--- config.mk ---
export PLATFORM = sky130hd
export DESIGN_NAME = clock_time_ctrl_flat
export DESIGN_NICKNAME = d
export VERILOG_FILES = /design/src/rtl/clock_time_ctrl_if.sv /design/src/rtl/clock_time_ctrl.sv /design/src/flat_wrapper.sv
export SDC_FILE = /design/constraint.sdc
export NUM_CORES = 1
export LEC_CHECK = 0
export ABC_AREA = 1
export ABC_CLOCK_PERIOD_IN_PS = 1800
export CORE_ASPECT_RATIO = 1.4
export CORE_MARGIN = 2
export CORE_UTILIZATION = 44
export CTS_CLUSTER_SIZE = 10
export DETAILED_ROUTE_END_ITERATION = 8
export GPL_TIMING_DRIVEN = 0
export PLACE_DENSITY = 0.79
export SLEW_MARGIN = 20
export SYNTH_ARGS = -nofsm -noshare
export SYNTH_HDL_FRONTEND = slang
export SYNTH_SLANG_ARGS = --single-unit
--- constraint.sdc ---
create_clock -name clk -period 1.8 [get_ports clk]
set_input_delay 0.27 -clock clk [delete_from_list [all_inputs] [get_ports clk]]
set_output_delay 0.27 -clock clk [all_outputs]
set_load 0.03 [all_outputs]
--- src/rtl/clock_time_ctrl_if.sv ---
// Signal bundle between the clock divider/buttons and the timekeeping controller.
// The master side drives the 1 Hz wave and buttons; the slave side returns time and mode.
interface clock_time_ctrl_if;
  logic       sec_clk;
  logic       mode_btn;
  logic       inc_btn;
  logic [4:0] hours;
  logic [5:0] minutes;
  logic [5:0] seconds;
  logic [1:0] mode;
  logic       blink;
  logic       day_tick;

  modport master (
    output sec_clk, mode_btn, inc_btn,
    input  hours, minutes, seconds, mode, blink, day_tick
  );

  modport slave (
    input  sec_clk, mode_btn, inc_btn,
    output hours, minutes, seconds, mode, blink, day_tick
  );
endinterface

--- src/rtl/clock_time_ctrl.sv ---
// HH:MM:SS timekeeper with RUN / SET_HR / SET_MIN set-mode FSM and idle timeout.
// Latency: outputs update on the clk edge where a rising input is first sampled; no backpressure.
module clock_time_ctrl #(
  parameter int TIMEOUT_S = 10
) (
  input  logic               clk,
  input  logic               rst_n,
  clock_time_ctrl_if.slave   tc
);

  localparam int TW = (TIMEOUT_S < 1) ? 1 : $clog2(TIMEOUT_S + 1);
  localparam logic [TW-1:0] TO_LAST = TW'((TIMEOUT_S > 0) ? TIMEOUT_S - 1 : 0);

  typedef enum logic [1:0] {
    RUN     = 2'd0,
    SET_HR  = 2'd1,
    SET_MIN = 2'd2
  } state_e;

  state_e        state_q, state_d;
  logic          sec_prev_q, mode_prev_q, inc_prev_q;
  logic [4:0]    hours_q, hours_d;
  logic [5:0]    minutes_q, minutes_d;
  logic [5:0]    seconds_q, seconds_d;
  logic          blink_q, blink_d;
  logic          day_tick_q, day_tick_d;
  logic [TW-1:0] to_q, to_d;

  logic tick, mode_ev, inc_ev, expire;

  assign tick    = tc.sec_clk  & ~sec_prev_q;
  assign mode_ev = tc.mode_btn & ~mode_prev_q;
  assign inc_ev  = tc.inc_btn  & ~inc_prev_q;
  // Any button edge restarts the idle window, so only a quiet tick can expire it.
  assign expire  = (TIMEOUT_S != 0) && tick && !mode_ev && !inc_ev && (to_q == TO_LAST);

  always_comb begin
    state_d    = state_q;
    hours_d    = hours_q;
    minutes_d  = minutes_q;
    seconds_d  = seconds_q;
    blink_d    = blink_q;
    day_tick_d = 1'b0;
    to_d       = to_q;

    case (state_q)
      RUN: begin
        if (tick) begin
          if (seconds_q == 6'd59) begin
            seconds_d = 6'd0;
            if (minutes_q == 6'd59) begin
              minutes_d = 6'd0;
              if (hours_q == 5'd23) begin
                hours_d    = 5'd0;
                day_tick_d = 1'b1;
              end else begin
                hours_d = hours_q + 5'd1;
              end
            end else begin
              minutes_d = minutes_q + 6'd1;
            end
          end else begin
            seconds_d = seconds_q + 6'd1;
          end
        end
        if (mode_ev) begin
          state_d = SET_HR;
          blink_d = 1'b0;
          to_d    = '0;
        end
      end

      SET_HR, SET_MIN: begin
        if (mode_ev) begin
          state_d = (state_q == SET_HR) ? SET_MIN : RUN;
          blink_d = 1'b0;
          to_d    = '0;
          if (state_q == SET_MIN) seconds_d = 6'd0;
        end else if (inc_ev) begin
          if (state_q == SET_HR)
            hours_d = (hours_q == 5'd23) ? 5'd0 : hours_q + 5'd1;
          else
            minutes_d = (minutes_q == 6'd59) ? 6'd0 : minutes_q + 6'd1;
          blink_d = 1'b0;
          to_d    = '0;
        end else if (expire) begin
          state_d = RUN;
          blink_d = 1'b0;
          to_d    = '0;
          if (state_q == SET_MIN) seconds_d = 6'd0;
        end else if (tick) begin
          blink_d = ~blink_q;
          to_d    = to_q + TW'(1);
        end
      end

      default: begin
        state_d = RUN;
        blink_d = 1'b0;
        to_d    = '0;
      end
    endcase
  end

  always_ff @(posedge clk or negedge rst_n) begin
    if (!rst_n) begin
      state_q     <= RUN;
      sec_prev_q  <= 1'b0;
      mode_prev_q <= 1'b1;
      inc_prev_q  <= 1'b1;
      hours_q     <= 5'd0;
      minutes_q   <= 6'd0;
      seconds_q   <= 6'd0;
      blink_q     <= 1'b0;
      day_tick_q  <= 1'b0;
      to_q        <= '0;
    end else begin
      state_q     <= state_d;
      sec_prev_q  <= tc.sec_clk;
      mode_prev_q <= tc.mode_btn;
      inc_prev_q  <= tc.inc_btn;
      hours_q     <= hours_d;
      minutes_q   <= minutes_d;
      seconds_q   <= seconds_d;
      blink_q     <= blink_d;
      day_tick_q  <= day_tick_d;
      to_q        <= to_d;
    end
  end

  assign tc.hours    = hours_q;
  assign tc.minutes  = minutes_q;
  assign tc.seconds  = seconds_q;
  assign tc.mode     = state_q;
  assign tc.blink    = blink_q;
  assign tc.day_tick = day_tick_q;

endmodule

--- src/flat_wrapper.sv ---
// flat-port wrapper written by rule: the top's interface ports become plain ports
module clock_time_ctrl_flat 
#(
  parameter int TIMEOUT_S = 10
)
  (clk, rst_n, tc_sec_clk, tc_mode_btn, tc_inc_btn, tc_hours, tc_minutes, tc_seconds, tc_mode, tc_blink, tc_day_tick);
  clock_time_ctrl_if tc_i ();
  input  logic clk;
  input  logic rst_n;
  input wire logic [$bits(tc_i.sec_clk)-1:0] tc_sec_clk;
  input wire logic [$bits(tc_i.mode_btn)-1:0] tc_mode_btn;
  input wire logic [$bits(tc_i.inc_btn)-1:0] tc_inc_btn;
  output wire logic [$bits(tc_i.hours)-1:0] tc_hours;
  output wire logic [$bits(tc_i.minutes)-1:0] tc_minutes;
  output wire logic [$bits(tc_i.seconds)-1:0] tc_seconds;
  output wire logic [$bits(tc_i.mode)-1:0] tc_mode;
  output wire logic [$bits(tc_i.blink)-1:0] tc_blink;
  output wire logic [$bits(tc_i.day_tick)-1:0] tc_day_tick;
  assign tc_i.sec_clk = tc_sec_clk;
  assign tc_i.mode_btn = tc_mode_btn;
  assign tc_i.inc_btn = tc_inc_btn;
  assign tc_hours = tc_i.hours;
  assign tc_minutes = tc_i.minutes;
  assign tc_seconds = tc_i.seconds;
  assign tc_mode = tc_i.mode;
  assign tc_blink = tc_i.blink;
  assign tc_day_tick = tc_i.day_tick;
  clock_time_ctrl #(.TIMEOUT_S(TIMEOUT_S)) u_core (.clk(clk), .rst_n(rst_n), .tc(tc_i));
endmodule
# Word-level counts from Yosys, hierarchy flattened
# Cells that the tools add are included.
# W data, S select, Z words.
dict set report op_classes {
  reduce_logical 13
  n_eq_ne 17
  muxes 45
  bitwise 7
  add_sub_neg 4
}
# operator count
set ops {}
lappend ops {{$mux W6} 12}
lappend ops {{$mux W5} 7}
lappend ops {{$pmux W6 S2} 2}
lappend ops {{$mux W4} 5}
lappend ops {{$add A6 B1 Y6 const B} 2}
lappend ops {{$eq A6 B6 Y1 const B} 2}
lappend ops {{$ne A2 B1 Y1 const B} 6}
lappend ops {{$mux W1} 10}
lappend ops {{$mux W2} 5}
lappend ops {{$pmux W5 S2} 1}
lappend ops {{$pmux W4 S2} 1}
lappend ops {{$reduce_and A7 Y1} 1}
lappend ops {{$reduce_and A6 Y1} 1}
lappend ops {{$add A5 B1 Y5 const B} 1}
lappend ops {{$eq A5 B5 Y1 const B} 1}
lappend ops {{$ne A5 B1 Y1 const B} 1}
lappend ops {{$add A4 B1 Y4 const B} 1}
lappend ops {{$eq A4 B4 Y1 const B} 1}
lappend ops {{$ne A2 B2 Y1 const B} 2}
lappend ops {{$not A1 Y1} 4}
lappend ops {{$pmux W2 S2} 1}
lappend ops {{$reduce_and A4 Y1} 1}
lappend ops {{$and A1 B1 Y1} 3}
lappend ops {{$logic_and A1 B1 Y1} 3}
lappend ops {{11 further kinds} 12}
dict set report word_totals {
  input_bits 5
  register_bits 28
  elab_cells 96
}

# Depth between registers and ports, before layout
# Gate-level depths: netlist (run 1).
dict set report logic_depth {
  depth_word 10
  mapped_depth 10
  ltp_nobuf 10
}

# Worst setup path before layout (run 1)
# Ideal clock, no wire load.
dict set report synth_path {
  path_kind {reg2reg}
  start {reg u_core.state_q[0] (netlist: u_core.tc.mode[0])}
  end {reg u_core.seconds_q[0] (netlist: u_core.tc.seconds[0])}
  slack_ns 0.128
  required_ns 1.683
  stages_incl_launch_ff 10
  t_arrival_ns 1.555
  n_path_buf 0
  setup_time_ns 0.117
  cell_sequence {dfrtp_1 -> inv_1 -> ha_1 -> inv_1 -> nor2_1 -> nand2_1 -> nand2_2 -> inv_2 -> nand2_1 -> nand2_1}
}
dict set report synth_between {
  elab_chain_cells 6
  elab_cells_between_ends 14
  classes_between {eq/ne (5); mux (5); reduce/logical (4)}
}
# item line
set synth_lines {}
lappend synth_lines {{start: declaration} clock_time_ctrl.sv:20} ;# state_e state_q, state_d;
lappend synth_lines {{start signal: assignment} clock_time_ctrl.sv:118} ;# state_q <= state_d;
lappend synth_lines {{$eq A2 B2 Y1} {clock_time_ctrl.sv:46, clock_time_ctrl.sv:78, clock_time_ctrl.sv:90}}
lappend synth_lines {{$mux W6 (4 in series)} -}
lappend synth_lines {{$pmux W6 S2} clock_time_ctrl.sv:46} ;# case (state_q)
lappend synth_lines {{end signal: assignment} clock_time_ctrl.sv:124} ;# seconds_q <= seconds_d;
lappend synth_lines {{end: declaration} clock_time_ctrl.sv:24} ;# logic [5:0] seconds_q, seconds_d;
# Several ways; a longest one is shown, not always the timed one. The select of a mux whose other input is x is not followed.
# A chain may end at the register's enable or synchronous reset.

# Worst setup path in the final report (run 1)
dict set report layout_path {
  start {reg u_core.minutes_q[3] (netlist: u_core.tc.minutes[3])}
  end {out tc_minutes[3]}
}
# item line
set layout_lines {}
lappend layout_lines {{start: declaration} clock_time_ctrl.sv:23} ;# logic [5:0] minutes_q, minutes_d;
lappend layout_lines {{start signal: assignment} clock_time_ctrl.sv:123} ;# minutes_q <= minutes_d;
lappend layout_lines {{end: declaration} flat_wrapper.sv:14} ;# output wire logic [$bits(tc_i.minutes)-1:0] tc_minutes;
# No word-level cell between the ends.

==> metrics.md, run 1 <==
| Metric | Value |
|---|---|
| Die H | 79.06 um |
| First-pass GRT wire length | 6.106 mm |
| Max Clock Skew | 0.007177 ns |
| Synth Area in Compound Gates | 2.756% |
| Status | finished with violations |
| Mapped Cells | 246 |
| Slowest CP cell | clkdlybuf4s50_1 |
| Minimum clock period after layout | 1.738 ns |
| Critical path launch point type | flop |
| Synth cell count leaders | nand2_1 (89), inv_1 (30), nor2_1 (29), dfrtp_1 (26), nand3_1 (18) |
| Rel. slew slack | 57.43% |
| Port bufs | 25 |
| Synth Area per Inst | 7.197 um^2 |
| XOR/XNOR Fraction of Synth Area | 1.979% |
| CP Max Fanout | 6 |
| Worst-Margin Slew | 0.6386 ns |
| Hold_ws | -0.01066 ns |
| DRT Wirelength | 3.400 mm |
| Vias per cell | 4.884 |
| Failing checks | hold timing |
| Final core utilization | 55.30% |
| FF-to-FF setup slack | 0.19 ns |
| Cts hold-fix bufs | 0 |
| Routed Antenna Nets | 0 |
| Synth area leaders | dfrtp_1 (37%), nand2_1 (19%), ha_1 (6.4%) |
| Rows | 27 |
| Total of warnings raised by yosys | 0 |
| # diodes | 0 |
| Hpwl dp | 2.538 mm |
| Total number of vias | 1,563 |
| Max Cap Viol | 0 |
| GPL Wtd Cong | 0.8129 |
| EDFF count, synth | 0 |
| WP buf/inv | 1 |
| Die footprint | 0.004554 mm^2 |
| Area growth from synthesis to layout | 21.34% |
| Most frequent cell after synthesis | nand2_1 |
| Main combinational cell family by area after synthesis | simple AND/OR/NAND/NOR gates |
| CTS tree | done |
| Worst IR Drop VDD | 0.9778 mV |
| Footprint of the multi-input gates | 943.4 um^2 |
| Leak | 1.142 nW |
| Main synth FF type | dfrtp_1 |
| CTS buffer count | 3 |
| Synth Area in Simple Gates | 41.91% |
| Final-report max-slew violation count | 0 |
| PwrDens | 1543 mW/mm^2 |
| CP cell instances | clkdlybuf4s50_1 |
| Die W | 57.61 um |
| Tot Pwr | 3.315 mW |
| Largest net degree at the start of global routing | 29 |
| Area leader, netlist | dfrtp_1 |
| H-Tree Depth | 1 |
| Core area | 0.003885 mm^2 |
| Tcrit/Tclk final | 96.55% |
| Synth cell types | 23 |
| Critical path's top delay family | buffers and inverters |
| IO Pins | 26 |
| F_max | 0.5754 GHz |
| Antenna violations before repair | 0 |
| Total congestion overflow | 0 |
| Worst path required time | 1.53 ns |
| Top cell type's share of synthesized area | 36.75% |
| # setup viols final | 0 |
| Clk buf depth | 2 |
| FFs w/ async S/R, synth | 100.0% |
| Reg-to-Reg End | u_core.tc.seconds[3]$_DFFE_PN0P_ |
| Flops & latches, synth | 28 |
| DRC | 0 |
| Hold crit path type | in -> async |
| CP Capture Type | output pin |
| Reg2Reg Depth | 9 |
| Post-place instance area | 0.002069 mm^2 |
| Clock slew at reported path FFs | 0.10 ns |
| DRT Pass-1 Iters | 4 |
| Setup_tns | 0 ns |
| Mux contribution to synthesized area | 0% |
| Synthesized area | 0.001770 mm^2 |
| Avg WL per Cell | 10.63 um |
| Initial Utilization | 45.57% |
| CP Class | reg -> out |
| Unrepaired setup endpoints after global routing | false |
| Synthesized net count | 260 |
| RR Startpoint | u_core.tc.mode[0]$_DFFE_PN0P_ |
| Worst-Skew Late Latency | 0.29 ns |
| Adder-cell share of the synthesized area | 6.360% |
| Root Driver | clkbuf_8 |
| Layout cells sized above 1 | 12.27% |
| Sequential Area | 704.4 um^2 |
| Vias in the first global route | 1,444 |
| Max stage delay on crit path | 0.71 ns |
| Fin nets | 292 |
| Crit path DAT | 1.47 ns |
| Clock Sinks | 28 |
| Final Hold Vio Count | 11 |
| GRT Util Overall | 17.09% |
| Initial DRC count | 37 |
| Fill count | 351 |
| Finished Cell Area | 0.002148 mm^2 |
| Register area share after synthesis | 39.72% |
==> cell type report <==
class / instances / area share [%]
Multi-Input combinational cell: 184 / 43.91
Inverter: 33 / 5.766
Buffer: 1 / 0.2330
Timing Repair Buffer: 27 / 12.23
Tap cell: 43 / 2.504
Sequential cell: 28 / 32.79
Clock buffer: 4 / 2.563
==> worst max path at each step <==
stage | start | endpoint | cells past startpoint
final | u_core.tc.minutes[3]$_DFFE_PN0P_ | tc_minutes[3] | 1
after global routing | u_core.tc.mode[0]$_DFFE_PN0P_ | u_core.tc.seconds[0]$_DFFE_PN0P_ | 9
after CTS | u_core.tc.minutes[3]$_DFFE_PN0P_ | tc_minutes[3] | 1
after floorplan | u_core.tc.mode[0]$_DFFE_PN0P_ | u_core.tc.seconds[0]$_DFFE_PN0P_ | 9
after global placement | rst_n | u_core.to_q[1]$_DFFE_PN0P_ | 1
after detailed placement | u_core.tc.mode[0]$_DFFE_PN0P_ | u_core.tc.seconds[3]$_DFFE_PN0P_ | 9
==> flip-flops by register name, summed over array words and instances (netlist names) <==
name,count
u_core.tc.minutes,6
u_core.sec_prev_q,1
u_core.tc.day_tick,1
u_core.tc.seconds,6
u_core.to_q,4
u_core.mode_prev_q,1
u_core.inc_prev_q,1
u_core.tc.blink,1
u_core.tc.mode,2
u_core.tc.hours,5
==> metrics by stage <==
| step | cells | hold slack, ns | setup slack, ns |
|---|---|---|---|
| 2_1_floorplan | 246 | -0.02559 | 0.1279 |
| 3_3_place_gp | 314 | 0.4912 | -0.02460 |
| 3_5_place_dp | 314 | 0.3310 | 0.09657 |
| 4_1_cts | 318 | 0.01777 | 0.05436 |
| 5_1_grt | 320 | 0.03985 | 0.01455 |
| 6_report | 320 | -0.01066 | 0.06218 |
==> metal layers <==
| metal | track usage (%) | vias up | routed length, um |
|---|---|---|---|
| li1 | - | 815 | - |
| met1 | 20.13 | 720 | 1474 |
| met2 | 29.32 | 23 | 1769 |
| met3 | 2.117 | 5 | 85 |
| met4 | 9.767 | 0 | 71 |
| met5 | 0 | - | 0 |
==> what timing repair did <==
action	4_1_cts	5_1_grt
setup endpoints to repair	0	8
buffers inserted	0	2
resized for setup	0	3
==> cells in the final DEF (no fill, tap or decap), drive strengths merged <==
| master | n |
|---|---|
| nand2 | 97 |
| nor2 | 38 |
| inv | 33 |
| dfrtp | 26 |
| clkdlybuf4s50 | 23 |
| nand3 | 20 |
| ha | 9 |
| o21ai | 5 |
| a21oi | 4 |
| clkbuf | 4 |
| buf | 4 |
| xor2 | 3 |
| nand4 | 3 |
| nand3b | 2 |
| nor3 | 2 |
| dfstp | 2 |
| xnor2 | 1 |
| dlymetal6s2s | 1 |
==> power by group <==
part           switching (mW)  internal (mW)  leakage, nW
Sequential              0.192          0.794        0.366
Combinational            1.23          0.693        0.747
Clock                   0.209          0.197       0.0288
Total                    1.63           1.68         1.14
==> kinds of logic (layout without fill, tap and decap cells) <==
| group | Yosys count | after routing |
|---|---|---|
| compound gates | 9 | 9 |
| xor+xnor | 4 | 4 |
| fa+ha+maj | 9 | 9 |
| buf+inv | 34 | 65 |
| flops | 28 | 28 |
| simple gates | 162 | 162 |
No activity file was read; power rests on OpenSTA's default activity.
==> run 2: changes to the inputs <==
- PLACE_DENSITY: 0.79 -> 0.64
==> run 2 against run 1 <==
  * The flow now finishes without violations
  * Largest power group unchanged
  * Core utilization up 0.064 points
  * Clock power down 11%
  * Largest cell class unchanged
  * Design area up 0.12%
  * Critical endpoint is now tc_seconds[0]
  * Combinational power up 3%
  * Global-route usage down 0.35 points
  * Worst setup slack better by 0.0013 ns
==> metrics.md, run 2 (same netlist as run 1, synthesis figures left out) <==
| Metric | Value |
|---|---|
| Hold crit path type | in -> async (unchanged) |
| CTS buffer count | 3 (unchanged) |
| Area growth from synthesis to layout | 21.48% (was 21.34%) |
| Leak | 1.161 nW (was 1.142 nW) |
| Avg WL per Cell | 10.90 um (was 10.63 um) |
| CTS tree | done (unchanged) |
| Vias per cell | 4.800 (was 4.884) |
| Slowest CP cell | clkdlybuf4s50_1 (unchanged) |
| Initial DRC count | 68 (was 37) |
| Post-place instance area | 0.002069 mm^2 (unchanged) |
| Clk buf depth | 2 (unchanged) |
| DRT Pass-1 Iters | 4 (unchanged) |
| Total number of vias | 1,536 (was 1,563) |
| Initial Utilization | 45.57% (unchanged) |
| Worst IR Drop VDD | 0.9162 mV (was 0.9778 mV) |
| Gate power share | 59.3% (was 58.0%) |
| Vias in the first global route | 1,447 (was 1,444) |
| WP buf/inv | 1 (unchanged) |
| Rel. slew slack | 56.79% (was 57.43%) |
| DRC | 0 (unchanged) |
| Final-report max-slew violation count | 0 (unchanged) |
| Largest net degree at the start of global routing | 29 (unchanged) |
| Clock Sinks | 28 (unchanged) |
| # setup viols final | 0 (unchanged) |
| GPL Wtd Cong | 0.7869 (was 0.8129) |
| F_max | 0.5759 GHz (was 0.5754 GHz) |
| Worst path required time | 1.53 ns (about the same) |
| Met1 Usage GRT | 21.62% (was 20.13%) |
| DRT Wirelength | 3.487 mm (was 3.400 mm) |
| Most common library cell in the layout ignoring fill and taps | nand2_1 (unchanged) |
| Cells after DPL | 314 (unchanged) |
| Root Driver | clkbuf_8 (unchanged) |
| Pre-CTS WS | 0.07024 ns (was 0.09657 ns) |
| Internal power | 1.680 mW (was 1.683 mW) |
| Critical path's top delay family | buffers and inverters (unchanged) |
| Max Clock Skew | 0.009102 ns (was 0.007177 ns) |
| Routed Antenna Nets | 0 (unchanged) |
| Clock power share | 10.9% (was 12.2%) |
| Finished Cell Area | 0.002151 mm^2 (was 0.002148 mm^2) |
| GRT met2 Usage | 28.64% (was 29.32%) |
| Worst-Skew Late Latency | 0.28 ns (was 0.29 ns) |
| Worst setup margin | 0.06347 ns (was 0.06218 ns) |
| Tot Pwr | 3.314 mW (was 3.315 mW) |
| Hpwl dp | 2.514 mm (was 2.538 mm) |
| IO Pins | 26 (unchanged) |
| Non-Filler Instances | 320 (unchanged) |
| Max stage delay on crit path | 0.71 ns (about the same) |
| NetSw | 1.633 mW (was 1.632 mW) |
| CP Class | reg -> out (unchanged) |
| PwrDens | 1541 mW/mm^2 (was 1543 mW/mm^2) |
| Commonest non-fill, non-tap cells in the layout | nand2_1 (89), inv_1 (30), nor2_1 (29) (unchanged) |
| Layout cells sized above 1 | 12.64% (was 12.27%) |
| Reg power frac | 29.8% (was 29.7%) |
| Critical path launch point type | flop (unchanged) |
| Final core utilization | 55.36% (was 55.30%) |
| Clock slew at reported path FFs | 0.10 ns (about the same) |
| M3 GR Usage | 1.954% (was 2.117%) |
| Fill count | 397 (was 351) |
| GRT Util Overall | 16.74% (was 17.09%) |
| Die footprint | 0.004554 mm^2 (unchanged) |
| Final Hold Vio Count | 0 (was 11) |
| Crit path DAT | 1.47 ns (about the same) |
| Gr busiest metal | met2 (unchanged) |
| Die W | 57.61 um (unchanged) |
| Minimum clock period after layout | 1.737 ns (was 1.738 ns) |
| CP Max Fanout | 7 (was 6) |
| Core area | 0.003885 mm^2 (unchanged) |
| Worst-Margin Slew | 0.6482 ns (was 0.6386 ns) |
| Max Cap Viol | 0 (unchanged) |
| # diodes | 0 (unchanged) |
| First-pass GRT wire length | 6.168 mm (was 6.106 mm) |
| CP cell instances | clkdlybuf4s50_1 (unchanged) |
| Total congestion overflow | 0 (unchanged) |
| Status | completed (was finished with violations) |
| Die H | 79.06 um (unchanged) |
| H-Tree Depth | 1 (unchanged) |
| Unrepaired setup endpoints after global routing | false (unchanged) |
| Switching share of total power | 49.29% (was 49.23%) |
| Tcrit/Tclk final | 96.47% (was 96.55%) |
| CP Capture Type | output pin (unchanged) |
| Rows | 27 (unchanged) |
| Antenna violations before repair | 0 (unchanged) |
| Sequential Area | 704.4 um^2 (unchanged) |
| Fin nets | 292 (unchanged) |
| Footprint of the multi-input gates | 955.9 um^2 (was 943.4 um^2) |
| Port bufs | 25 (unchanged) |
[run 2: worst reg2reg max path, stage by stage (launching register included)]
cell,delay [ns]
dfrtp_1,0.42
inv_1,0.11
ha_4,0.31
inv_1,0.08
nor2_1,0.14
nand2_1,0.12
nand2_4,0.13
inv_2,0.06
nand2_1,0.06
nand2_1,0.05
[run 2: worst paths after layout]
| check | to | cells past startpoint | from | slack, ns |
|---|---|---|---|---|
| worst min register to register | u_core.to_q[1]$_DFFE_PN0P_ | 2 | u_core.to_q[1]$_DFFE_PN0P_ | 0.52 |
| max in group asynchronous | u_core.tc.mode[0]$_DFFE_PN0P_ | 1 | rst_n | 1.34 |
| min in group clk | u_core.inc_prev_q$_DFF_PN1_ | 1 | tc_inc_btn | 0.45 |
| worst max-delay path | tc_seconds[0] | 1 | u_core.tc.seconds[0]$_DFFE_PN0P_ | 0.06 |
| worst min-delay path | u_core.tc.minutes[5]$_DFFE_PN0P_ | 1 | rst_n | 0.008 |
| worst max register to register | u_core.tc.seconds[3]$_DFFE_PN0P_ | 9 | u_core.tc.mode[1]$_DFFE_PN0P_ | 0.22 |
[run 2: timing repair]
action / in CTS / in global routing
hold buffers: 0 / 0
resized for setup: 0 / 6
endpoints found under the setup margin: 0 / 12
setup buffers: 0 / 2
[run 2: area by class of cell]
type,count,share of cell area [%]
flip-flops and latches,28,32.75
inverters,33,5.759
multi-input cells,184,44.44
repair buffers,27,12.22
plain buffers,1,0.2327
clock buffers,4,2.094
well taps,43,2.501
[run 2: through the flow]
stage	hold slack, ns	setup TNS, ns
after floorplan	-0.02559	0
after global routing	0.05798	0
after global placement	0.4995	-1.882
final	0.007528	0
after CTS	0.01831	0
after detailed placement	0.3345	0
[run 2: power by group through the flow]
stage	Combinational (mW)	Clock [mW]	Sequential (mW)
after global routing	2.21	0.405	1.02
after detailed placement	1.88	0	1.00
after floorplan	1.12	0	1.23
after global placement	1.88	0	0.997
after CTS	1.89	0.381	0.989
final	1.97	0.360	0.989
[run 2: layer usage]
metal	vias to the layer above	part of all wire [%]
li1	818	-
met1	692	47
met2	21	50
met3	5	2.0
met4	0	1.5
met5	-	0
